[src/rtl/if_pkg.sv]
`default_nettype none
// ============================================================================
// Module   : if_pkg
// Purpose  : Shared constants and fetch packet type for the instruction-fetch
//            stage.
// Revision : 1.0 - initial release
// ============================================================================
package if_pkg;

    localparam int                PC_W       = 16;
    localparam int                INST_W     = 32;
    localparam logic [PC_W-1:0]   PC_STEP    = 16'd4;
    localparam logic [PC_W-1:0]   RESET_PC   = 16'h3000;
    localparam logic [PC_W-1:0]   INT_VECTOR = 16'h0000;
    localparam logic [INST_W-1:0] NOP_INST   = 32'h0000_0013;

    typedef struct packed {
        logic [PC_W-1:0]   pc;
        logic [INST_W-1:0] inst;
    } fetch_pkt_t;

endpackage
`default_nettype wire

[src/rtl/if_skid_buf.sv]
`default_nettype none
// ============================================================================
// Module   : if_skid_buf
// Purpose  : One-entry skid register for fetch packets with flush.
// Revision : 1.0 - initial release
// ============================================================================
module if_skid_buf
    import if_pkg::*;
(
    input  logic       clk,
    input  logic       rstn,
    input  logic       i_flush,
    input  logic       i_wr_en,
    input  fetch_pkt_t i_wr_pkt,
    input  logic       i_rd_en,
    output logic       o_valid,
    output fetch_pkt_t o_pkt
);

    logic       r_valid;
    fetch_pkt_t r_pkt;

    // A write in the same cycle as a read replaces the entry being drained.
    always_ff @(posedge clk or negedge rstn) begin
        if (!rstn) begin
            r_valid <= 1'b0;
            r_pkt   <= '0;
        end else if (i_flush) begin
            r_valid <= 1'b0;
        end else if (i_wr_en) begin
            r_valid <= 1'b1;
            r_pkt   <= i_wr_pkt;
        end else if (i_rd_en) begin
            r_valid <= 1'b0;
        end
    end

    assign o_valid = r_valid;
    assign o_pkt   = r_pkt;

endmodule
`default_nettype wire

[src/rtl/if_fetch_stage.sv]
`default_nettype none
// ============================================================================
// Module   : if_fetch_stage
// Purpose  : PC owner and fetch pipeline with skid buffer, redirect and
//            interrupt entry.
// Revision : 1.0 - initial release
// ============================================================================
module if_fetch_stage #(
    parameter logic [15:0] RESET_PC   = if_pkg::RESET_PC,
    parameter logic [15:0] INT_VECTOR = if_pkg::INT_VECTOR,
    parameter logic [31:0] NOP_INST   = if_pkg::NOP_INST
) (
    input  logic        clk,
    input  logic        rstn,
    output logic [15:0] imu_addr,
    input  logic [31:0] imu_dout,
    input  logic        redirect_valid,
    input  logic [15:0] redirect_pc,
    input  logic        int_req,
    output logic        int_ack,
    output logic [15:0] epc,
    output logic        out_valid,
    input  logic        out_ready,
    output logic [15:0] out_pc,
    output logic [31:0] out_inst
);
    import if_pkg::*;

    logic [15:0] r_pc_q;
    logic        r_infl_v;
    logic [15:0] r_infl_pc;
    logic        r_out_valid;
    logic [15:0] r_out_pc;
    logic [31:0] r_out_inst;
    logic        r_int_ack;
    logic [15:0] r_epc;

    logic        w_skid_v;
    fetch_pkt_t  w_skid_pkt;
    fetch_pkt_t  w_infl_pkt;
    logic        w_refill;
    logic        w_skid_rd;
    logic        w_skid_wr;
    logic        w_skid_next_v;
    logic        w_issue;
    logic        w_int_take;
    logic        w_flush;
    logic [15:0] w_flush_pc;
    logic [15:0] w_epc;

    assign w_infl_pkt.pc   = r_infl_pc;
    assign w_infl_pkt.inst = imu_dout;

    assign w_refill      = !r_out_valid || out_ready;
    assign w_skid_rd     = w_refill && w_skid_v;
    assign w_skid_wr     = r_infl_v && (!w_refill || w_skid_v);
    assign w_skid_next_v = w_skid_wr || (w_skid_v && !w_refill);
    // Only advance the PC when the returning word has a guaranteed home.
    assign w_issue       = !w_skid_next_v;

    assign w_int_take = int_req && !redirect_valid && !r_int_ack;
    assign w_flush    = redirect_valid || w_int_take;
    assign w_flush_pc = redirect_valid ? (redirect_pc & 16'hFFFC) : INT_VECTOR;

    // Return point is the oldest instruction decode has not yet taken.
    always_comb begin
        w_epc = r_pc_q;
        if (r_out_valid && !out_ready) begin
            w_epc = r_out_pc;
        end else if (w_skid_v) begin
            w_epc = w_skid_pkt.pc;
        end else if (r_infl_v) begin
            w_epc = r_infl_pc;
        end
    end

    if_skid_buf u_skid (
        .clk      (clk),
        .rstn     (rstn),
        .i_flush  (w_flush),
        .i_wr_en  (w_skid_wr),
        .i_wr_pkt (w_infl_pkt),
        .i_rd_en  (w_skid_rd),
        .o_valid  (w_skid_v),
        .o_pkt    (w_skid_pkt)
    );

    always_ff @(posedge clk or negedge rstn) begin
        if (!rstn) begin
            r_pc_q      <= RESET_PC;
            r_infl_v    <= 1'b0;
            r_infl_pc   <= '0;
            r_out_valid <= 1'b0;
            r_out_pc    <= '0;
            r_out_inst  <= NOP_INST;
            r_int_ack   <= 1'b0;
            r_epc       <= '0;
        end else begin
            r_int_ack <= w_int_take;
            if (w_int_take) begin
                r_epc <= w_epc;
            end
            if (w_flush) begin
                r_pc_q      <= w_flush_pc;
                r_infl_v    <= 1'b0;
                r_out_valid <= 1'b0;
                r_out_inst  <= NOP_INST;
            end else begin
                if (w_issue) begin
                    r_pc_q    <= r_pc_q + PC_STEP;
                    r_infl_pc <= r_pc_q;
                    r_infl_v  <= 1'b1;
                end else begin
                    r_infl_v  <= 1'b0;
                end
                if (w_refill) begin
                    if (w_skid_v) begin
                        r_out_valid <= 1'b1;
                        r_out_pc    <= w_skid_pkt.pc;
                        r_out_inst  <= w_skid_pkt.inst;
                    end else if (r_infl_v) begin
                        r_out_valid <= 1'b1;
                        r_out_pc    <= r_infl_pc;
                        r_out_inst  <= imu_dout;
                    end else begin
                        r_out_valid <= 1'b0;
                        r_out_inst  <= NOP_INST;
                    end
                end
            end
        end
    end

    assign imu_addr  = r_pc_q;
    assign int_ack   = r_int_ack;
    assign epc       = r_epc;
    assign out_valid = r_out_valid;
    assign out_pc    = r_out_pc;
    assign out_inst  = r_out_inst;

endmodule
`default_nettype wire

[config.mk]
export PLATFORM = sky130hd
export DESIGN_NAME = if_fetch_stage
export DESIGN_NICKNAME = d
export VERILOG_FILES = /design/src/rtl/if_pkg.sv /design/src/rtl/if_skid_buf.sv /design/src/rtl/if_fetch_stage.sv
export SDC_FILE = /design/constraint.sdc
export NUM_CORES = 1
export LEC_CHECK = 0
export ABC_AREA = 1
export BUFFER_PORTS_ARGS = -buffer_cell sky130_fd_sc_hd__buf_2
export CORE_MARGIN = 10
export CORE_UTILIZATION = 59
export DETAILED_ROUTE_END_ITERATION = 8
export GPL_TIMING_DRIVEN = 0
export PLACE_DENSITY_LB_ADDON = 0.08
export SLEW_MARGIN = 20
export SYNTH_ARGS = -nofsm -noshare
export SYNTH_HDL_FRONTEND = slang
export SYNTH_SLANG_ARGS = --single-unit
[constraint.sdc]
create_clock -name clk -period 3.25 [get_ports clk]
set_input_delay 0 -clock clk [delete_from_list [all_inputs] [get_ports clk]]
set_output_delay 0 -clock clk [all_outputs]
set_load 0.01 [all_outputs]
* After elaboration in Yosys (flattened, before gate mapping) *
Cells that the tools add are included.

word-level totals
  bits of input ports = 53
  flip-flop bits (word level) = 148
  output and inout port bits = 82
  logic and storage cells = 57

cells by class
  multiplexer cells = 21
  add/sub/neg operators = 1
  eq/ne operators = 1
  reduce and logical (&&, ||, !) cells = 21
  bitwise logic cells = 2

operators with widths
  cell                                                    number
  2-to-1 mux 16 bit                                       8
  2-to-1 mux 32 bit                                       4
  adder 16 x 3 -> 16 bit (second input constant)          1
  2-to-1 mux 1 bit                                        9
  logical AND 1 bit                                       6
  logical NOT 1 bit                                       5
  logical OR 1 bit                                        4
  AND reduction 2 bit                                     2
  nonzero test 2 bit                                      2
  AND reduction 3 bit                                     1
  nonzero test 3 bit                                      1
  inequality test 2 x 1 -> 1 bit (second input constant)  1
  NOT 1 bit                                               2

* Depth between registers and ports, before layout *
Gate-level depths: netlist (run 1).

  word-level depth = 8
  gate-level depth with buffers = 9
  gate-level depth less buffers = 9

* Cells and area by module *
A second synthesis (run 1) with hierarchy kept.

unflattened totals
  cells, all modules = 838
  area, all modules = 6972.9 um2

by module, submodules not included
  module          cells each  area an instance (um2)  sequential area each (um2)  instances
  if_fetch_stage  625         5052.3                  2383.5                      1
  if_skid_buf     213         1920.6                  1226.2                      1

* Worst setup path before layout (run 1) *
Ideal clock, no wire load.

  path type = flip-flop to flip-flop
  start point = reg r_out_valid (netlist: out_valid)
  end point = reg r_infl_pc[12]
  clock period less this slack = 1389 ps
  data arrival time = 1270 ps
  path buffers = 2
  cell stages (with the launch flop) = 9
  setup slack = 1861 ps
  required time = 3131 ps
  cell sequence = dfrtp_1 nand2_2 inv_2 nand2_1 nand2_2 nor2_2 buf_6 buf_6 o21ai_2

on the way
  cells in the longest elaborated chain, start to end = 8

ends and longest elaborated chain
  element                                 RTL line                                    source
  from (decl)                             if_fetch_stage.sv:32                        logic r_out_valid;
  from (signal assigned)                  if_fetch_stage.sv:93                        r_out_valid <= 1'b0;
  from (signal assigned)                  if_fetch_stage.sv:106                       r_out_valid <= 1'b0;
  from (signal assigned)                  if_fetch_stage.sv:118                       r_out_valid <= 1'b1;
  logical NOT 1 bit *                     if_fetch_stage.sv:54                        assign w_refill = !r_out_valid || out_ready;
  logical OR 1 bit *                      if_fetch_stage.sv:54
  logical NOT 1 bit *                     if_fetch_stage.sv:56, if_fetch_stage.sv:57
  logical OR 1 bit                        if_fetch_stage.sv:56                        assign w_skid_wr = r_infl_v && (!w_refill || w_skid_v);
  logical AND 1 bit                       if_fetch_stage.sv:56
  logical OR 1 bit *                      if_fetch_stage.sv:57                        assign w_skid_next_v = w_skid_wr || (w_skid_v && !w_refill);
  NOT 1 bit (no source line) *            n/a
  AND reduction 2 bit (no source line) *  n/a
  to (signal assigned)                    if_fetch_stage.sv:111                       r_infl_pc <= r_pc_q;
  to (decl)                               if_fetch_stage.sv:31                        logic [15:0] r_infl_pc;

Mark *: on every way between the ends. The rest lies on a longest branch, timed or not.
A chain may end at the register's enable or synchronous reset.

* Worst setup path in the final report (run 1) *
  start point = reg r_out_valid (netlist: out_valid)
  end point = reg r_out_inst[3] (netlist: out_inst[3])

on the way
  cells in the longest elaborated chain, start to end = 3

ends and longest elaborated chain
  element                              RTL line               source
  logical NOT 1 bit                    if_fetch_stage.sv:54
  logical OR 1 bit                     if_fetch_stage.sv:54
  nonzero test 2 bit (no source line)  n/a
  to (signal assigned)                 if_fetch_stage.sv:120  r_out_inst <= w_skid_pkt.inst;
  to (signal assigned)                 if_fetch_stage.sv:124  r_out_inst <= imu_dout;
  to (decl)                            if_fetch_stage.sv:34   logic [31:0] r_out_inst;

Every way passes these cells.

==> qor.csv, run 1 <==
metric,value,unit
finalCriticalPeriod,1798,ps
synthToLayoutAreaGrowth,30.91,%
route.layer.met1.wl,7795,um
synthMuxAreaShare,0,
grt_setup_unrepaired,false,
compound_gate_fraction_of_synth_area,0.2152,
synthDistinctLibCells,33,
port-buffer-count,125,
num_antenna_cells,0,
syn_avg_cell_area,8.531,um^2
yosysTopAreaCellShare,0.5181,
setup_slack,1452,ps
detail_route.wl_per_cell,18.51,um
die_height,124.3,um
drt_iter0_markers,810,
timing_worst_slew_pin_value,642.8,ps
post_cts.resized_instances,0,
yosysWarnings,0,
floorplan.die.width,124.3,um
cts_tree,yes,
fin_skew,5.477,ps
worstHoldPathType,input pin to asynchronous set/reset pin,
clk_root_buffer_cell,sky130_fd_sc_hd__clkbuf_8,
row_count,38,
gr-usage-all-layers,0.2606,
floorplan.io_pins,135,
result_of_the_run,finished clean,
setup_tns,0,ps
post-route-drc-count,0,
cts_buffers,17,
cells_after_synth,753,
vias,6401,
leakagePower,4.339,nW
worst_ep_arrival_time,2190,ps
maximum_number_of_pins_on_one_net_before_global_route_repair,92,
setup-violations-final,0,
worst_setup_path_end_kind,register,
flop_and_latch_count_out_of_synthesis,138,
synth.largest_area_cell,sky130_fd_sc_hd__dfrtp_1,
synth-xor-area-share,0.001363,
summed_instance_area_of_the_synthesized_netlist,0.006424,mm^2
post_synth_fa_ha_maj_area_fraction,0.001948,
critical_setup_path_kind,register to register,
synth.yosys.seq_area_share,0.5386,
htree_num_levels,4,
dp.final_hpwl,13610,um
hold_slack,37.90,ps
worstPathMaxFanout,10,
report.final.hold_viol_count,0,
remaining_global_route_overflow,0,
post-layout-total-power,4.818,mW
place_congestion,0.9180,
avgViaCountPerCell,5.788,
detail-route-antenna-nets,0,
path_clk_slew,60,ps
synth_top_cells_by_area,"sky130_fd_sc_hd__dfrtp_1 (52%), sky130_fd_sc_hd__nand2_1 (10%), sky130_fd_sc_hd__o21ai_0 (8.4%)",
first_pass_grt_wire_length,33500,um
antenna_found_initial,0,
max-clock-path-buffers,2,
cellPowerDensity,572.9,mW/mm^2
drt-total-wl,20470,um
final-max-slew-violation-count,0,
grt_pass1_vias,6677,
core,0.01075,mm^2
met2_wirelength,10220,um
design.die.area,0.01546,mm^2
top_layer,met4,
layout.nets,1007,
synth-simple-area-share,0.1484,
maxCapViolCount,0,
critical_path.startpoint_type,register,
initial_core_util,0.5978,
power.ir.vdd_worst,0.2836,mV
max_freq,556.2,MHz
clock_insertion_delay_worst_skew,530,ps
number_of_detailed_routing_iterations_run_before_antenna_repair,7,
clkSinkCount,138,
critPathRequiredTime,3640,ps
preCtsSetupSlack,1509,ps
max-slew-margin-rel,0.5715,
timing.final.crit_share,0.5532,
synth_top_family_by_area,compound AO/OA/AOI/OAI gates,
fraction_of_layout_instances_using_a_drive_strength_above_1,0.2288,
buffers_inserted_during_post_cts_setup_optimization,0,
routed-wl-met3,1967,um
## Yosys cell counts (all sizes together)
library cell	count
inv	83
o21ai	131
ha	1
nand3	17
o221ai	5
nor2	29
o22ai	9
dfstp	5
dfrtp	133
buf	38
o21bai	1
a22oi	33
a21oi	55
nor3	3
o211ai	2
xor2	1
a31oi	7
nand4	4
conb	1
nand2	182
clkbuf	13
## what timing repair did
action	4_1_cts	5_1_grt
endpoints found under the setup margin	0	0
hold buffers	50	0
hold endpoints to repair	215	0
## state kept, by name (all words and copies together) (netlist names)
register	flops
r_infl_v	1
imu_addr	14
u_skid.o_valid	1
epc	14
out_valid	1
out_inst	32
out_pc	14
int_ack	1
u_skid.o_pkt	46
r_infl_pc	14
## layout by cell type (no fill, tap or decap), types with 16 or more instances in the layout
cell type / count
sky130_fd_sc_hd__inv_1: 77
sky130_fd_sc_hd__nand3_1: 16
sky130_fd_sc_hd__buf_2: 144
sky130_fd_sc_hd__a22oi_1: 33
sky130_fd_sc_hd__a21oi_1: 54
sky130_fd_sc_hd__dlygate4sd3_1: 49
sky130_fd_sc_hd__dfrtp_1: 133
sky130_fd_sc_hd__nand2_1: 178
sky130_fd_sc_hd__nor2_1: 27
sky130_fd_sc_hd__clkbuf_16: 16
sky130_fd_sc_hd__o21ai_0: 108
## final timing paths
kind | cells after the start | to | slack (ps) | start
min in group clk | 6 | u_skid.o_valid$_DFFE_PN0P_ | 160 | out_ready
worst max-delay path | 4 | out_inst[3]$_DFFE_PN0P_ | 1450 | out_valid$_DFFE_PN0P_
max in group asynchronous | 3 | imu_addr[13]$_DFFE_PN1P_ | 2730 | rstn
worst min-delay path | 2 | imu_addr[12]$_DFFE_PN1P_ | 40 | rstn
worst max register to register | 4 | out_inst[3]$_DFFE_PN0P_ | 1450 | out_valid$_DFFE_PN0P_
worst min register to register | 2 | epc[11]$_DFFE_PN0P_ | 470 | epc[11]$_DFFE_PN0P_
## cell families after synthesis
group	count (synthesis)
AO/OA/AOI/OAI	243
XOR/XNOR	1
adder cells (fa/ha/maj)	1
buffers and inverters	134
flip-flops	138
other	1
AND/OR/NAND/NOR	235
## report_power, final
part           total (mW)  internal (mW)  switching, mW
clock                1.99           1.25          0.736
sequential           2.06           1.93          0.137
combinational       0.766          0.303          0.463
## worst max-delay path: stages (launching register included)
cell	delay, ps
sky130_fd_sc_hd__dfrtp_1	410
sky130_fd_sc_hd__nand2_2	170
sky130_fd_sc_hd__buf_1	490
sky130_fd_sc_hd__clkbuf_1	440
sky130_fd_sc_hd__a21oi_1	150
## area by class of cell
cell class / instances / area [um^2]
sequential: 138 / 3460
multi-input combinational: 486 / 2380
fill: 746 / 2336
timing repair buffer: 176 / 1181
clock buffer: 22 / 473.0
inverter: 83 / 311.5
buffer: 51 / 291.5
tap: 140 / 175.2
clock inverter: 10 / 137.6
## through the flow
step	instance area, um^2	utilization	std cells
floorplan	6442	-	758
global placement	7243	0.6741	1023
detailed placement	7281	0.6776	1024
CTS	8409	0.7826	1106
global route	8409	0.7826	1106
finish	8409	0.7826	1106
## layer usage
layer / GRT usage / vias to the layer above
li1: - / 2891
met1: 0.3068 / 3081
met2: 0.4380 / 373
met3: 0.07830 / 56
met4: 0.09938 / 0
met5: 0 / -
No activity file was read; power rests on OpenSTA's default activity.
==> run 2, diff against run 1 <==
CORE_UTILIZATION = 49   (was 59)
clock period = 1.5 ns   (was 3.25 ns; I/O delays follow)
==> run 2 against run 1 <==
First-iteration DRC count decreased by 44%. Final cell count increased by 4.2%. Sequential share of layout area decreased by 1.4 points. Worst setup slack got worse by 1400 ps. Sequential power increased by 120%. Hold slack improved by 37 ps. Fmax increased by 25%. Sequential cell count unchanged. Critical endpoint is now u_skid.o_pkt[25]$_DFFE_PN0P_.
==> qor.csv, run 2 (synthesized netlist as in run 1, its figures left out) <==
metric,value,unit,change
result_of_the_run,finished clean,,
drt_iter0_markers,456,,-44%
pwr-share-comb,0.158,,about the same
finalCriticalPeriod,1436,ps,-361.9 ps
place_congestion,0.9238,,+0.63%
worstPathMaxFanout,10,,unchanged
critical_path.n_buffers_inverters,4,,+2
final-max-slew-violation-count,0,,unchanged
maxCapViolCount,0,,unchanged
critPathTopFamily,buffers and inverters,,
grt.met3_usage,0.06306,,-0.01524
critical_setup_path_kind,register to register,,
row_count,41,,+7.9%
detail-route-antenna-nets,0,,unchanged
crit_chain,inv_1 > nand2_2 > nand2_4 > inv_6 > nand3_2 > buf_6 > buf_4 > nand2_1 > o21ai_1,,
grt_pass1_vias,6091,,-8.8%
layout.cells.most_common_list,"sky130_fd_sc_hd__nand2_1 (174), sky130_fd_sc_hd__buf_2 (138), sky130_fd_sc_hd__dfrtp_1 (129)",,
port-buffer-count,125,,unchanged
max-slew-margin-rel,0.6478,,+0.07631
critical_path.startpoint_type,register,,
drt-total-wl,19550,um,-4.5%
cts_tree,yes,,
fin_skew,6.638,ps,+1.162 ps
avgViaCountPerCell,5.326,,-8.0%
number_of_detailed_routing_iterations_run_before_antenna_repair,6,,-1
hold_slack,75.05,ps,+37.16 ps
die_height,134.5,um,+8.2%
max-clock-path-buffers,2,,unchanged
largest_reg_flops,46,,unchanged
cts_buffers,17,,unchanged
setup-violations-final,0,,unchanged
post-route-drc-count,0,,unchanged
power.share.switching,0.2698,,-0.007438
worst_setup_path_end_kind,register,,
vias,6141,,-4.1%
power.switching,2.872,mW,+120%
p_clk_frac,0.422,,+0.010
htree_num_levels,4,,unchanged
layout.cells.most_common,sky130_fd_sc_hd__nand2_1,,
setup_tns,0,ps,unchanged
clock_insertion_delay_worst_skew,430,ps,-100 ps
power.ir.vdd_worst,0.7846,mV,+180%
pwr-share-seq,0.420,,-0.009
crit_path_max_incr_delay,380,ps,-110 ps
synthToLayoutAreaGrowth,35.61,%,
num_antenna_cells,0,,unchanged
reg2reg_depth,9,,+5
max_freq,696.3,MHz,+25%
worstHoldPathType,input pin to register,,
clkSinkCount,138,,unchanged
layout.nets,1022,,+1.5%
worst_hold_path.endpoint,epc[11]$_DFFE_PN0P_,,
fraction_of_layout_instances_using_a_drive_strength_above_1,0.2681,,+0.03932
maximum_number_of_pins_on_one_net_before_global_route_repair,86,,-6.5%
setup_slack,63.86,ps,-1388 ps
cellInternalPower,7.772,mW,+120%
clk_root_buffer_cell,sky130_fd_sc_hd__clkbuf_16,,
remaining_global_route_overflow,0,,unchanged
floorplan.io_pins,135,,unchanged
crit-reg2reg-launch,int_ack$_DFF_PN0_,,
critPathRequiredTime,1850,ps,-1790 ps
timing.final.crit_share,0.9574,,+0.4042
timing_worst_slew_pin_value,528.3,ps,-114.5 ps
r2r_end,u_skid.o_pkt[25]$_DFFE_PN0P_,,
grt_use_met2,0.3290,,-0.1089
grt_busiest_layer,met2,,
initial_core_util,0.5049,,-0.09289
design.die.area,0.01809,mm^2,+17%
hold_path.startpoint,int_req,,
antenna_found_initial,0,,unchanged
detail_route.wl_per_cell,16.96,um,-8.4%
report.final.hold_viol_count,0,,unchanged
worst_hold_stages,5,,
core,0.01272,mm^2,+18%
post-layout-total-power,10.64,mW,+120%
gr-usage-all-layers,0.2176,,-0.04301
path_clk_slew,60,ps,about the same
ff2ff_setup_slack,60,ps,-1390 ps
cellPowerDensity,1222,mW/mm^2,+110%
leakagePower,4.480,nW,+3.3%
global_route.usage.met1,0.2905,,-0.01622
dp.final_hpwl,13710,um,+0.74%
slowest_cell_on_the_critical_path,sky130_fd_sc_hd__dfrtp_1,,
floorplan.die.width,134.5,um,+8.2%
worst_ep_arrival_time,1780,ps,-410 ps
first_pass_grt_wire_length,31810,um,-5.0%
preCtsSetupSlack,-239.8,ps,-1749 ps
==> run 2: metal layers <==
layer	share of wire	wire, um
met4	0.021	416
met5	0	0
met2	0.45	8769
met1	0.45	8763
met3	0.082	1605
==> run 2: power groups by stage <==
stage | logic [mW] | clock network [mW] | registers (mW)
floorplan | 0.742 | 0 | 4.58
CTS | 1.63 | 4.53 | 4.47
detailed placement | 1.51 | 0 | 4.53
global placement | 1.46 | 0 | 4.51
finish | 1.68 | 4.49 | 4.47
global route | 1.90 | 4.70 | 4.53
==> run 2: worst min-delay path, cell delays in order <==
cell	delay, ps
sky130_fd_sc_hd__buf_2	100
sky130_fd_sc_hd__nand2_2	110
sky130_fd_sc_hd__nor2_4	80
sky130_fd_sc_hd__o221ai_1	110
sky130_fd_sc_hd__nand2_1	60
==> run 2: final cells by class <==
cell class / instances / area, um^2
fill: 1059 / 4011
clock buffer: 20 / 466.7
buffer: 51 / 347.8
sequential: 138 / 3465
timing repair buffer: 191 / 1271
inverter: 83 / 324.1
clock inverter: 12 / 170.2
tap: 172 / 215.2
multi-input combinational: 486 / 2451
==> run 2: worst max path at each step <==
stage / from / to / slack, ps / depth (start not counted)
after detailed placement: out_valid$_DFFE_PN0P_ / out_inst[14]$_DFFE_PN0P_ / -240 / 4
after global routing: int_ack$_DFF_PN0_ / u_skid.o_pkt[39]$_DFFE_PN0P_ / -20 / 9
after CTS: int_ack$_DFF_PN0_ / u_skid.o_pkt[7]$_DFFE_PN0P_ / -10 / 9
after global placement: rstn / u_skid.o_pkt[18]$_DFFE_PN0P_ / -1440 / 1
final: int_ack$_DFF_PN0_ / u_skid.o_pkt[25]$_DFFE_PN0P_ / 60 / 9
after floorplan: out_valid$_DFFE_PN0P_ / r_infl_pc[12]$_DFFE_PN0P_ / 110 / 8
==> run 2: timing repair <==
item,4_1_cts,5_1_grt
setup buffers,4,11
hold buffers,49,0
resized for setup,22,37
endpoints found under the hold margin,212,0
pin swaps,1,5
setup endpoints to repair,119,110
gates cloned,0,1
==> run 2: stage by stage <==
stage / instances / area (um^2) / util
detailed placement: 1056 / 7321 / 0.5754
global placement: 1055 / 7283 / 0.5725
global route: 1153 / 8711 / 0.6847
finish: 1153 / 8711 / 0.6847
floorplan: 758 / 6442 / -
CTS: 1141 / 8529 / 0.6704
==> run 3, diff against run 2 <==
CORE_ASPECT_RATIO = 1.4   (was default)
CORE_UTILIZATION = 23   (was 49)
HOLD_SLACK_MARGIN = 0.02   (was default)
==> run 3 against run 2 <==
Critical endpoint is now imu_addr[11]$_DFFE_PN0P_. Global-route usage fell by 7.6 points. Final cell count rose by 18%. Routed wire length rose by 25%. Sequential power barely moved. Non-clock buffer count rose by 8.
==> qor.csv, run 3 (synthesized netlist as in run 1, its figures left out) <==
metric,value,unit,change
synthToLayoutAreaGrowth,42.38,%,
ff2ff_setup_slack,60,ps,about the same
timing_worst_slew_pin_value,530.3,ps,+2.010 ps
hold_slack,107.7,ps,+32.69 ps
port-buffer-count,125,,unchanged
drt-total-wl,24510,um,+25%
grt_pass1_vias,6348,,+4.2%
pwr-share-comb,0.167,,+0.009
setup_tns,0,ps,unchanged
cts_tree,yes,,
grt_setup_unrepaired,true,,
power.ir.vdd_worst,0.8268,mV,+5.4%
drt_iter0_markers,285,,-38%
fraction_of_layout_instances_using_a_drive_strength_above_1,0.2811,,+0.01300
floorplan.io_pins,135,,unchanged
antenna_found_initial,0,,unchanged
maximum_number_of_pins_on_one_net_before_global_route_repair,78,,-9.3%
maxCapViolCount,0,,unchanged
layout.filler_cells,2965,,+180%
pwr-share-seq,0.419,,about the same
gr-usage-all-layers,0.1411,,-0.07649
vias,5945,,-3.2%
fin_skew,12.87,ps,+6.230 ps
detail-route-antenna-nets,0,,unchanged
worst_ep_arrival_time,1800,ps,+20 ps
row_count,72,,+76%
initial_core_util,0.2330,,-0.2719
clk_root_buffer_cell,sky130_fd_sc_hd__clkbuf_16,,
avgViaCountPerCell,4.375,,-18%
htree_num_levels,4,,unchanged
place_congestion,0.7934,,-14%
max_freq,692.3,MHz,-0.57%
power.switching,3.135,mW,+9.2%
result_of_the_run,finished clean,,
max-clock-path-buffers,2,,unchanged
number_of_detailed_routing_iterations_run_before_antenna_repair,4,,-2
cts_buffers,17,,unchanged
worstHoldPathType,input pin to asynchronous set/reset pin,,
critPathRequiredTime,1850,ps,about the same
power.share.switching,0.2939,,+0.02407
design.die.area,0.03511,mm^2,+94%
critical_path.startpoint_type,register,,
worst_setup_path_end_kind,register,,
worstPathMaxFanout,8,,-2
setup-violations-final,0,,unchanged
floorplan.die.width,161.2,um,+20%
die_height,217.7,um,+62%
max-slew-margin-rel,0.6465,,-0.001340
num_antenna_cells,0,,unchanged
layout.cells.most_common,sky130_fd_sc_hd__nand2_1,,
layout.nets,1030,,+0.78%
clock_insertion_delay_worst_skew,430,ps,about the same
first_pass_grt_wire_length,38180,um,+20%
leakagePower,4.521,nW,+0.89%
detail_route.wl_per_cell,18.03,um,+6.3%
timing.final.crit_share,0.9629,,+0.005501
layout.cells.most_common_list,"sky130_fd_sc_hd__nand2_1 (174), sky130_fd_sc_hd__buf_2 (133), sky130_fd_sc_hd__dfrtp_1 (126)",,
path_clk_slew,60,ps,about the same
cellPowerDensity,1166,mW/mm^2,-4.5%
final-max-slew-violation-count,0,,unchanged
critical_setup_path_kind,register to register,,
largest_reg_flops,46,,unchanged
core,0.02757,mm^2,+120%
finalCriticalPeriod,1444,ps,+8.251 ps
post-route-drc-count,0,,unchanged
cellInternalPower,7.533,mW,-3.1%
dp.final_hpwl,17620,um,+29%
clkSinkCount,138,,unchanged
p_clk_frac,0.414,,-0.008
report.final.hold_viol_count,0,,unchanged
remaining_global_route_overflow,0,,unchanged
## run 3: cell types whose count changed in the layout (fill, tap and decap cells not counted), sizes merged
cell | previous run | this run
inv | 83 | 84
clkinv | 4 | 6
bufinv | 4 | 3
clkbuf | 36 | 34
buf | 177 | 185
## run 3: worst max-delay path: stages (launching register included)
cell and delay (ps):
sky130_fd_sc_hd__dfrtp_2 470, sky130_fd_sc_hd__inv_4 70, sky130_fd_sc_hd__nand2_1 110, sky130_fd_sc_hd__nand2_2 90
sky130_fd_sc_hd__buf_4 150, sky130_fd_sc_hd__a21oi_4 250, sky130_fd_sc_hd__nor2_1 80, sky130_fd_sc_hd__a21oi_1 140
## run 3: cell type report
cell class | count | area, um^2 | area share
multi-input cells | 486 | 2485 | 0.2717
clock buffers | 18 | 429.2 | 0.04692
flip-flops and latches | 138 | 3468 | 0.3792
inverters | 83 | 329.1 | 0.03598
repair buffers | 199 | 1375 | 0.1503
clock inverters | 14 | 173.9 | 0.01902
well taps | 370 | 462.9 | 0.05062
plain buffers | 51 | 422.9 | 0.04624
## run 3: stage by stage
| stage | utilization | instances | setup WS [ps] | cell area [um^2] | power [mW] |
|---|---|---|---|---|---|
| floorplan | - | 758 | 110.8 | 6442 | 5.324 |
| global route | 0.3318 | 1359 | -34.52 | 9146 | 11.23 |
| CTS | 0.3238 | 1350 | 3.753 | 8926 | 10.78 |
| detailed placement | 0.2746 | 1254 | -470.3 | 7569 | 6.141 |
| global placement | 0.2732 | 1253 | -2003 | 7531 | 6.117 |
| finish | 0.3318 | 1359 | 55.61 | 9146 | 10.67 |
## run 3: per-layer routing
layer	GRT usage	vias to the layer above	part of all wire
met2	0.2546	117	0.53
met1	0.1619	2859	0.42
met4	0.04377	0	0.015
met5	0	-	0
li1	-	2947	-
met3	0.03136	22	0.038
## run 3: power by group through the flow
stage	sequential, mW	clock (mW)	combinational, mW
3_3_place_gp	4.54	0	1.57
5_1_grt	4.53	4.69	2.01
4_1_cts	4.48	4.53	1.77
3_5_place_dp	4.54	0	1.60
6_report	4.47	4.42	1.78
2_1_floorplan	4.58	0	0.742
## run 3: final timing paths
check                                                start                           end  cells past startpoint
max in group asynchronous                             rstn      imu_addr[13]$_DFFE_PN1P_                      3
worst max register to register  u_skid.o_valid$_DFFE_PN0P_      imu_addr[11]$_DFFE_PN0P_                      7
worst max-delay path            u_skid.o_valid$_DFFE_PN0P_      imu_addr[11]$_DFFE_PN0P_                      7
worst min-delay path                                  rstn  u_skid.o_pkt[28]$_DFFE_PN0P_                      2
min in group clk                                 out_ready    u_skid.o_valid$_DFFE_PN0P_                      6
worst min register to register         epc[10]$_DFFE_PN0P_           epc[10]$_DFFE_PN0P_                      2
## run 3: timing repair
| action | in CTS | in global routing |
|---|---|---|
| hold buffers | 49 | 0 |
| resized for setup | 45 | 58 |
| pin swaps | 5 | 6 |
| setup buffers | 15 | 9 |
| hold endpoints to repair | 152 | 0 |
| endpoints found under the setup margin | 136 | 111 |
| gates cloned | 0 | 0 |
